--- config.mk ---
export PLATFORM = sky130hd
export DESIGN_NAME = mem_loader
export DESIGN_NICKNAME = d
export VERILOG_FILES = /design/src/rtl/mem_loader_pkg.sv /design/src/rtl/mem_loader_word_packer.sv /design/src/rtl/mem_loader.sv
export SDC_FILE = /design/constraint.sdc
export NUM_CORES = 1
export LEC_CHECK = 0
export CAP_MARGIN = 20
export CORE_MARGIN = 2
export CORE_UTILIZATION = 40
export CTS_BUF_LIST = sky130_fd_sc_hd__clkbuf_4
export DETAILED_ROUTE_END_ITERATION = 16
export DONT_BUFFER_PORTS = 1
export GPL_TIMING_DRIVEN = 0
export HOLD_SLACK_MARGIN = 0.15
export PLACE_DENSITY = 0.57
export SLEW_MARGIN = 20
export SYNTH_ARGS = -nofsm -noshare
export SYNTH_HDL_FRONTEND = slang
export SYNTH_SLANG_ARGS = --single-unit
--- constraint.sdc ---
create_clock -name clk -period 4 [get_ports clk]
set_input_delay 1 -clock clk [delete_from_list [all_inputs] [get_ports clk]]
set_output_delay 1 -clock clk [all_outputs]
set_load 0.01 [all_outputs]
--- src/rtl/mem_loader_pkg.sv ---
// Shared types and constants for the framed program loader.
package mem_loader_pkg;

   // Loader FSM states; fixed encodings keep waveforms and legacy tools consistent.
   typedef enum logic [2:0] {
      ST_IDLE = 3'd0,
      ST_HDR  = 3'd1,
      ST_DATA = 3'd2,
      ST_SKIP = 3'd3,
      ST_CSUM = 3'd4
   } state_e;

   localparam logic [7:0] SYNC_BYTE   = 8'hA5;

   localparam logic [1:0] ERR_NONE    = 2'b00;
   localparam logic [1:0] ERR_BOUNDS  = 2'b01;
   localparam logic [1:0] ERR_CSUM    = 2'b10;
   localparam logic [1:0] ERR_TIMEOUT = 2'b11;

   // addr_lo, addr_hi, cnt_lo, cnt_hi
   localparam int HDR_BYTES = 4;

   // End of the requested region, one past the last word, evaluated without wrap.
   function automatic logic [16:0] span_end(input logic [15:0] start_addr,
                                            input logic [15:0] word_cnt);
      return {1'b0, start_addr} + {1'b0, word_cnt};
   endfunction

endpackage

--- src/rtl/mem_loader_word_packer.sv ---
// Packs a byte stream little-endian into 32-bit words. The word presented
// alongside word_valid already includes the current (4th) byte.
module word_packer
   import mem_loader_pkg::*;
(
   input  logic        clk,
   input  logic        reset,
   input  logic        clear,
   input  logic        byte_valid,
   input  logic [7:0]  byte_in,
   output logic [31:0] word,
   output logic        word_valid
);

   logic [1:0]  lane_q, lane_d;
   logic [23:0] buf_q,  buf_d;

   // Shift each accepted byte in from the top so byte k ends up in bits [8k+7:8k].
   always_comb begin
      // NOTE: every combinational output gets a default first so no path can infer a latch.
      lane_d = lane_q;
      buf_d  = buf_q;
      if (clear) begin
         lane_d = '0;
         buf_d  = '0;
      end else if (byte_valid) begin
         lane_d = lane_q + 2'd1;
         buf_d  = {byte_in, buf_q[23:8]};
      end
   end

   assign word       = {byte_in, buf_q};
   assign word_valid = byte_valid && !clear && (lane_q == 2'd3);

   // Lane counter and partial-word buffer registers.
   always_ff @(posedge clk) begin
      if (reset) begin
         lane_q <= '0;
         buf_q  <= '0;
      end else begin
         lane_q <= lane_d;
         buf_q  <= buf_d;
      end
   end

endmodule

--- src/rtl/mem_loader.sv ---
// Frame-based program loader: parses sync/header/payload/checksum from the
// UART byte stream, writes packed words through the RAM IO port and holds the
// CPU while a frame is in progress. Reports done or an error code per frame.
module mem_loader
   import mem_loader_pkg::*;
#(
   parameter int DATA_WIDTH     = 32,
   parameter int ADDRESS_WIDTH  = 14,
   parameter int DEPTH          = 4096,
   parameter int TIMEOUT_CYCLES = 1000000
) (
   input  logic                     clk,
   input  logic                     reset,
   input  logic                     rx_valid,
   input  logic [7:0]               rx_data,
   output logic                     wEn_io,
   output logic [ADDRESS_WIDTH-1:0] addr_io,
   output logic [DATA_WIDTH-1:0]    dataIn_io,
   output logic                     cpu_hold,
   output logic                     done,
   output logic                     error,
   output logic [1:0]               err_code
);

   localparam int TW = $clog2(TIMEOUT_CYCLES + 1);
   localparam logic [TW-1:0] TIMER_LAST = TW'(TIMEOUT_CYCLES - 1);

   state_e                     state_q,    state_d;
   logic [1:0]                 hdr_idx_q,  hdr_idx_d;
   logic [23:0]                hdr_q,      hdr_d;
   logic [ADDRESS_WIDTH-1:0]   addr_q,     addr_d;
   logic [15:0]                cnt_q,      cnt_d;
   logic [17:0]                skip_q,     skip_d;
   logic [7:0]                 csum_q,     csum_d;
   logic [TW-1:0]              timer_q,    timer_d;
   logic                       wen_q,      wen_d;
   logic [ADDRESS_WIDTH-1:0]   addr_io_q,  addr_io_d;
   logic [DATA_WIDTH-1:0]      data_io_q,  data_io_d;
   logic                       hold_q,     hold_d;
   logic                       done_q,     done_d;
   logic                       error_q,    error_d;
   logic [1:0]                 err_code_q, err_code_d;

   logic        pk_clear;
   logic        pk_byte_valid;
   logic [31:0] pk_word;
   logic        pk_word_valid;

   // Header fields as seen when the 4th header byte is on rx_data.
   logic [15:0] hdr_addr;
   logic [15:0] hdr_cnt;
   logic        hdr_in_bounds;

   assign hdr_addr      = hdr_q[15:0];
   assign hdr_cnt       = {rx_data, hdr_q[23:16]};
   assign hdr_in_bounds = (span_end(hdr_addr, hdr_cnt) <= 17'(DEPTH));

   assign pk_byte_valid = rx_valid && (state_q == ST_DATA);

   word_packer u_packer (
      .clk        (clk),
      .reset      (reset),
      .clear      (pk_clear),
      .byte_valid (pk_byte_valid),
      .byte_in    (rx_data),
      .word       (pk_word),
      .word_valid (pk_word_valid)
   );

   // Next-state logic: frame parsing, write issue, checksum and inter-byte timeout.
   always_comb begin
      state_d    = state_q;
      hdr_idx_d  = hdr_idx_q;
      hdr_d      = hdr_q;
      addr_d     = addr_q;
      cnt_d      = cnt_q;
      skip_d     = skip_q;
      csum_d     = csum_q;
      timer_d    = timer_q;
      wen_d      = 1'b0;
      addr_io_d  = addr_io_q;
      data_io_d  = data_io_q;
      hold_d     = hold_q;
      done_d     = done_q;
      error_d    = error_q;
      err_code_d = err_code_q;
      pk_clear   = 1'b0;

      if (state_q == ST_IDLE) begin
         timer_d = '0;
         if (rx_valid && (rx_data == SYNC_BYTE)) begin
            done_d     = 1'b0;
            error_d    = 1'b0;
            err_code_d = ERR_NONE;
            csum_d     = '0;
            hdr_idx_d  = '0;
            skip_d     = '0;
            pk_clear   = 1'b1;
            hold_d     = 1'b1;
            state_d    = ST_HDR;
         end
      end else if (rx_valid) begin
         timer_d = '0;
         unique case (state_q)
            ST_HDR: begin
               csum_d    = csum_q + rx_data;
               hdr_d     = {rx_data, hdr_q[23:8]};
               hdr_idx_d = hdr_idx_q + 2'd1;
               if (hdr_idx_q == 2'(HDR_BYTES - 1)) begin
                  addr_d = hdr_addr[ADDRESS_WIDTH-1:0];
                  cnt_d  = hdr_cnt;
                  skip_d = {hdr_cnt, 2'b00};
                  if (!hdr_in_bounds) begin
                     err_code_d = ERR_BOUNDS;
                     state_d    = ST_SKIP;
                  end else if (hdr_cnt == 16'd0) begin
                     state_d = ST_CSUM;
                  end else begin
                     state_d = ST_DATA;
                  end
               end
            end
            ST_DATA: begin
               csum_d = csum_q + rx_data;
               if (pk_word_valid) begin
                  wen_d     = 1'b1;
                  addr_io_d = addr_q;
                  data_io_d = pk_word;
                  addr_d    = addr_q + ADDRESS_WIDTH'(1);
                  cnt_d     = cnt_q - 16'd1;
                  if (cnt_q == 16'd1) begin
                     state_d = ST_CSUM;
                  end
               end
            end
            ST_SKIP: begin
               // The byte seen with skip_q == 0 is the discarded checksum.
               if (skip_q == '0) begin
                  error_d = 1'b1;
                  hold_d  = 1'b0;
                  state_d = ST_IDLE;
               end else begin
                  skip_d = skip_q - 18'd1;
               end
            end
            ST_CSUM: begin
               if (rx_data == csum_q) begin
                  done_d = 1'b1;
               end else begin
                  error_d    = 1'b1;
                  err_code_d = ERR_CSUM;
               end
               hold_d  = 1'b0;
               state_d = ST_IDLE;
            end
            default: state_d = ST_IDLE;
         endcase
      end else if (timer_q == TIMER_LAST) begin
         error_d    = 1'b1;
         err_code_d = ERR_TIMEOUT;
         hold_d     = 1'b0;
         timer_d    = '0;
         state_d    = ST_IDLE;
      end else begin
         timer_d = timer_q + TW'(1);
      end
   end

   // State registers with synchronous reset; a reset mid-frame discards everything.
   always_ff @(posedge clk) begin
      // NOTE: sequential state uses non-blocking assignments so every flop samples pre-edge values.
      if (reset) begin
         state_q    <= ST_IDLE;
         hdr_idx_q  <= '0;
         hdr_q      <= '0;
         addr_q     <= '0;
         cnt_q      <= '0;
         skip_q     <= '0;
         csum_q     <= '0;
         timer_q    <= '0;
         wen_q      <= 1'b0;
         addr_io_q  <= '0;
         data_io_q  <= '0;
         hold_q     <= 1'b0;
         done_q     <= 1'b0;
         error_q    <= 1'b0;
         err_code_q <= ERR_NONE;
      end else begin
         state_q    <= state_d;
         hdr_idx_q  <= hdr_idx_d;
         hdr_q      <= hdr_d;
         addr_q     <= addr_d;
         cnt_q      <= cnt_d;
         skip_q     <= skip_d;
         csum_q     <= csum_d;
         timer_q    <= timer_d;
         wen_q      <= wen_d;
         addr_io_q  <= addr_io_d;
         data_io_q  <= data_io_d;
         hold_q     <= hold_d;
         done_q     <= done_d;
         error_q    <= error_d;
         err_code_q <= err_code_d;
      end
   end

   assign wEn_io    = wen_q;
   assign addr_io   = addr_io_q;
   assign dataIn_io = data_io_q;
   assign cpu_hold  = hold_q;
   assign done      = done_q;
   assign error     = error_q;
   assign err_code  = err_code_q;

endmodule

==> out/results.ini, run 1 <==
[cells_and_area]
layout_commonest_cell=nand2_1
final_layout_size_suffix_gt1_share_pct=4.170
layout.cells.non_filler=1504
finish.instance_area_um2=9646
final_net_count=1253
final_util_pct=43.93
final_cell_mix=nand2_1 (274), dfxtp_1 (183), a21oi_1 (172), nor2_1 (88), clkbuf_1 (64)
area_delta_synth_final_pct=7.114

[floorplanning]
die_area_um2=23730
dieHeight_um=154.0
initial_utilization_pct=41.01
die_width_um=154.0
rows=54
ios=63
core-area_um2=21960

[drt]
viasPerCell=5.648
drc=0
wl_per_cell_um=17.60
drt_pass1_iterations=8
wl_um=26470
drt_iter0_drc=706
ant_nets=0
num_vias=8494

[clock_network]
cts_tree=done
hold_buffers=0
htreeDepth=4
clk_latency_ns=0.58
post_cts_buffers=0
clk_transition_reported_paths_ns=0.17
cts_root_buf=clkbuf_4
cts_buffer_depth=2
cts_made_buffers=17
cts_resized=0
cts.sinks=183

[power]
leakagePower_uw=0.003337
peakVddDrop_mv=0.2090
power_uw=3517
powerDensity_nw_per_um2=364.6

[status]
outcome=completed

[critical_path]
cp.buffers_inverters=0
arrival_ns=4.08
cp_slowest_stage_delay_ns=0.60
cp.required_ns=4.49
cp-start-kind=register
critPathTopFamily=simple AND/OR/NAND/NOR gates
cp-end-kind=register
critPathKind=register to register
cp_cell_sequence=ha_1 -> fa_1 -> a211oi_1 -> o211ai_1 -> nand4_1 -> a222oi_1 -> mux2i_1 -> or3b_2 -> nor4_1 -> nor3b_1 -> o32ai_1
cp_slowest_cell=nor4_1
critPathMaxFanout=6

[placed_design]
placed_cells=1471
port_buffers=0
hpwl_um=18900
place_area_um2=9355
gp_routability_congestion=0.8825

[synth]
synth-edff-count=0
synth_ff_type=dfxtp_1
synth_top_family_by_area=simple AND/OR/NAND/NOR gates
synthAdderAreaFrac_pct=4.613
syn_avg_cell_area_um2=7.561
syn_inst=1191
yosysWarnings=0
yosysSeqAreaShare_pct=40.68
post_synth_num_cell_types=66
ys_ff_latch=183
syn-num-nets=1234
synthXorXnorAreaFrac_pct=3.599
synth_area_um2=9005
synthMuxAreaShare_pct=0.4585
async_reset_ff_share_pct=0
synth-simple-area-share_pct=25.52
synth_compound_area_share_pct=21.02

[sta]
rsz0062_at_grt=no
setup_viol=0
slew-limit-headroom_pct=45.03
period_share_pct=89.67
hold_viol=0
slew_violations=0
fmax_ghz=0.2788
worstMarginPinSlew_ns=0.8214
fin_skew_ns=0.01847
period_minus_slack_ns=3.587
fin_setup_tns_ns=0

[grt]
grt_max_degree=20
antenna_found_initial=1
grt_usage_pct=21.93
grt_pass1_vias=7545
overflow=0
grt_pass1_wl_um=41520

[flow_run]
maxCapViolations=0

[min_path]
hold_class=register to register

[synth_stat cells (16+ instances only)]
cell type / count / share of area [%]
dfxtp_1: 183 / 41
xor2_1: 17 / 1.7
o21ai_0: 63 / 3.5
inv_1: 25 / 1.0
a21oi_1: 172 / 9.6
nor2_1: 88 / 3.7
clkbuf_1: 64 / 2.7
ha_1: 30 / 4.2
a211oi_1: 16 / 1.3
nand2_1: 274 / 11
and3_1: 17 / 1.2
nand3_1: 36 / 2.0
nor3_1: 20 / 1.1
xnor2_1: 20 / 1.9
[kinds of logic after synthesis]
kind of cell,Yosys count
DFF,183
adders and majority gates,32
muxes,4
buffers and inverters,96
and+or+nand+nor,515
xor gates and xnor gates,37
AOI/OAI and AO/OA,324
[registers in the layout, indices dropped and copies added (netlist names), 2 cells and up]
register,count
csum_q,8
addr_q,14
timer_q,20
dataIn_io,32
hdr_idx_q,2
addr_io,14
state_q,3
hdr_q,24
u_packer.lane_q,2
u_packer.buf_q,24
cnt_q,16
skip_q,18
err_code,2
[stage by stage]
stage,hold slack (ns),worst slack (ns)
2_1_floorplan,0.4302,0.4316
3_3_place_gp,0.4423,0.1264
3_5_place_dp,0.4479,0.06592
4_1_cts,0.4672,0.4104
5_1_grt,0.4637,0.1834
6_report,0.4648,0.4134
[layer usage]
| layer | track usage [%] | routed length [µm] |
|---|---|---|
| met5 | 0 | 0 |
| met4 | 5.340 | 348 |
| met3 | 4.228 | 1716 |
| met2 | 33.01 | 11400 |
| met1 | 32.22 | 13010 |
[path summary, 6_finish.rpt]
kind | slack [ns] | to | cells past startpoint | from
setup / recovery | 0.41 | err_code[0] | 11 | hdr_q[16]
hold / removal | 0.46 | dataIn_io[6] | 2 | u_packer.buf_q[6]
setup reg to reg | 0.41 | err_code[0] | 11 | hdr_q[16]
hold reg to reg | 0.46 | dataIn_io[6] | 2 | u_packer.buf_q[6]
[layout make-up]
type,instances,area (µm²)
antenna,1,2.502
sequential,183,3664
buffer,71,275.3
tap,280,350.3
clock inverter,15,160.2
fill,2286,12310
clock buffer,17,127.6
multi-input combinational,912,4972
inverter,25,93.84
[tightest hold or removal path, delay by kind of cell (launching register included)]
kind	cells	cell delay, ns
simple gates	1	0.05
compound gates	1	0.05
flops	1	0.35
[power breakdown]
| group | leakage (µW) | internal, µW | switching [µW] | total, µW |
|---|---|---|---|---|
| Combinational | 0.00171 | 179 | 366 | 545 |
| Sequential | 0.00147 | 1870 | 57.7 | 1930 |
| Clock | 0.000157 | 288 | 755 | 1040 |
(Power assumes the default switching activity.)
==> run 2, diff against run 1 <==
- CELL_PAD_IN_SITES_DETAIL_PLACEMENT: unset -> 1
- CELL_PAD_IN_SITES_GLOBAL_PLACEMENT: unset -> 1
- PLACE_DENSITY: 0.57 -> 0.72
==> run 2 against run 1 <==
Compared with the run above: design area down 0.23%; via count up 0.39%; fmax shrank 2.8%; sequential power about the same; die area stayed put; worst setup slack lost 0.11 ns; worst hold slack improved by 0.0022 ns; clock-buffer cell count unchanged; final cell count unchanged; global-route usage grew 2.6 points.
==> out/results.ini, run 2 (synthesis results as in run 1) <==
[status]
outcome=completed

[critical_path]
cp_cell_sequence=ha_1 -> a211oi_1 -> o211ai_1 -> nand2_1 -> a211oi_1 -> mux2i_1 -> or3b_2 -> nor4_1 -> nor3b_1 -> o21ai_0
critPathKind=register to register
cp_slowest_stage_delay_ns=0.71
arrival_ns=4.21
cp.required_ns=4.52
cp.buffers_inverters=0
crit_top_cell=a211oi_1
critPathTopFamily=simple AND/OR/NAND/NOR gates
cp-end-kind=register
cp_slowest_cell=dfxtp_1
critPathMaxFanout=7
cp-start-kind=register

[power]
peakVddDrop_mv=0.1749
leakagePower_uw=0.003327
powerDensity_nw_per_um2=364.9

[clock_network]
cts_buffer_depth=2
htreeDepth=4
post_cts_buffers=0
cts_made_buffers=17
cts_resized=0
clk_latency_ns=0.60
clk_transition_reported_paths_ns=0.18
cts_tree=done
hold_buffers=0
cts.sinks=183
cts_root_buf=clkbuf_4

[floorplanning]
dieHeight_um=154.0
die_area_um2=23730
die_width_um=154.0
ios=63
rows=54
core-area_um2=21960
initial_utilization_pct=41.01

[sta]
worstMarginPinSlew_ns=0.8526
fin_setup_tns_ns=0
hold_viol=0
setup_viol=0
slew_violations=0
rsz0062_at_grt=no
fmax_ghz=0.2709
slew-limit-headroom_pct=43.16
period_share_pct=92.29
fin_skew_ns=0.02975
period_minus_slack_ns=3.692

[cells_and_area]
largest_reg_flops=32
area_delta_synth_final_pct=6.864
seq_area_um2=3664
fillers=2828
finish.instance_area_um2=9623
final_cell_mix=nand2_1 (274), dfxtp_1 (183), a21oi_1 (172), nor2_1 (88), clkbuf_1 (64)
final_layout_size_suffix_gt1_share_pct=4.088
final_net_count=1253
multi_input_area_um2=4972
layout_commonest_cell=nand2_1

[placed_design]
place_area_um2=9355
port_buffers=0
hpwl_um=20990
gp_routability_congestion=0.8454

[flow_run]
maxCapViolations=0

[drt]
drt_iter0_drc=520
wl_um=28590
drc=0
viasPerCell=5.670
ant_nets=0
drt_pass1_iterations=5
num_vias=8527
wl_per_cell_um=19.01

[grt]
grt_pass1_vias=8498
overflow=0
grt_max_degree=19
grt_usage_pct=24.55
grt_pass1_wl_um=46440
antenna_found_initial=1

[min_path]
hold_class=register to register

[run 2: per-stage QoR]
stage / util, % / hold slack (ns) / power [µW] / setup slack, ns / std cells
after CTS: 43.81 / 0.4560 / 3533 / 0.2852 / 1503
after global placement: 42.60 / 0.4415 / 2511 / 0.005607 / 1471
after floorplan: - / 0.4302 / 2346 / 0.4316 / 1191
after global routing: 43.82 / 0.4595 / 3697 / 0.04589 / 1504
after detailed placement: 42.60 / 0.4486 / 2521 / -0.02552 / 1471
final: 43.82 / 0.4670 / 3512 / 0.3083 / 1504
[run 2: report_power, final]
group,switching [µW],internal [µW]
Sequential,58.2,1870
Clock,747,276
Combinational,382,179
[run 2: area by class of cell]
type                    count  area share, %
diodes                      1        0.02600
plain buffers              71          2.860
clock buffers              17          1.326
clock inverters            15          1.430
inverters                  25         0.9752
multi-input cells         912          51.67
flip-flops and latches    183          38.07
well taps                 280          3.641
[run 2: path summary, 6_finish.rpt]
path / startpoint / endpoint / slack (ns) / cells after the start
max: hdr_q[17] / err_code[1] / 0.31 / 10
max reg2reg: hdr_q[17] / err_code[1] / 0.31 / 10
min: u_packer.buf_q[4] / dataIn_io[4] / 0.47 / 2
min reg2reg: u_packer.buf_q[4] / dataIn_io[4] / 0.47 / 2
[run 2: metal layers]
metal / routed length, µm / GRT usage, % / up-vias
li1: - / - / 4191
met1: 13800 / 34.50 / 4146
met2: 12940 / 38.78 / 158
met3: 1395 / 5.130 / 32
met4: 452 / 5.652 / 0
met5: 0 / 0 / -
[run 2: worst min-delay path, delay by kind of cell (launching register included)]
family,cells,cell delay [ns]
flip-flops,1,0.35
AO/OA/AOI/OAI,1,0.05
AND/OR/NAND/NOR,1,0.05
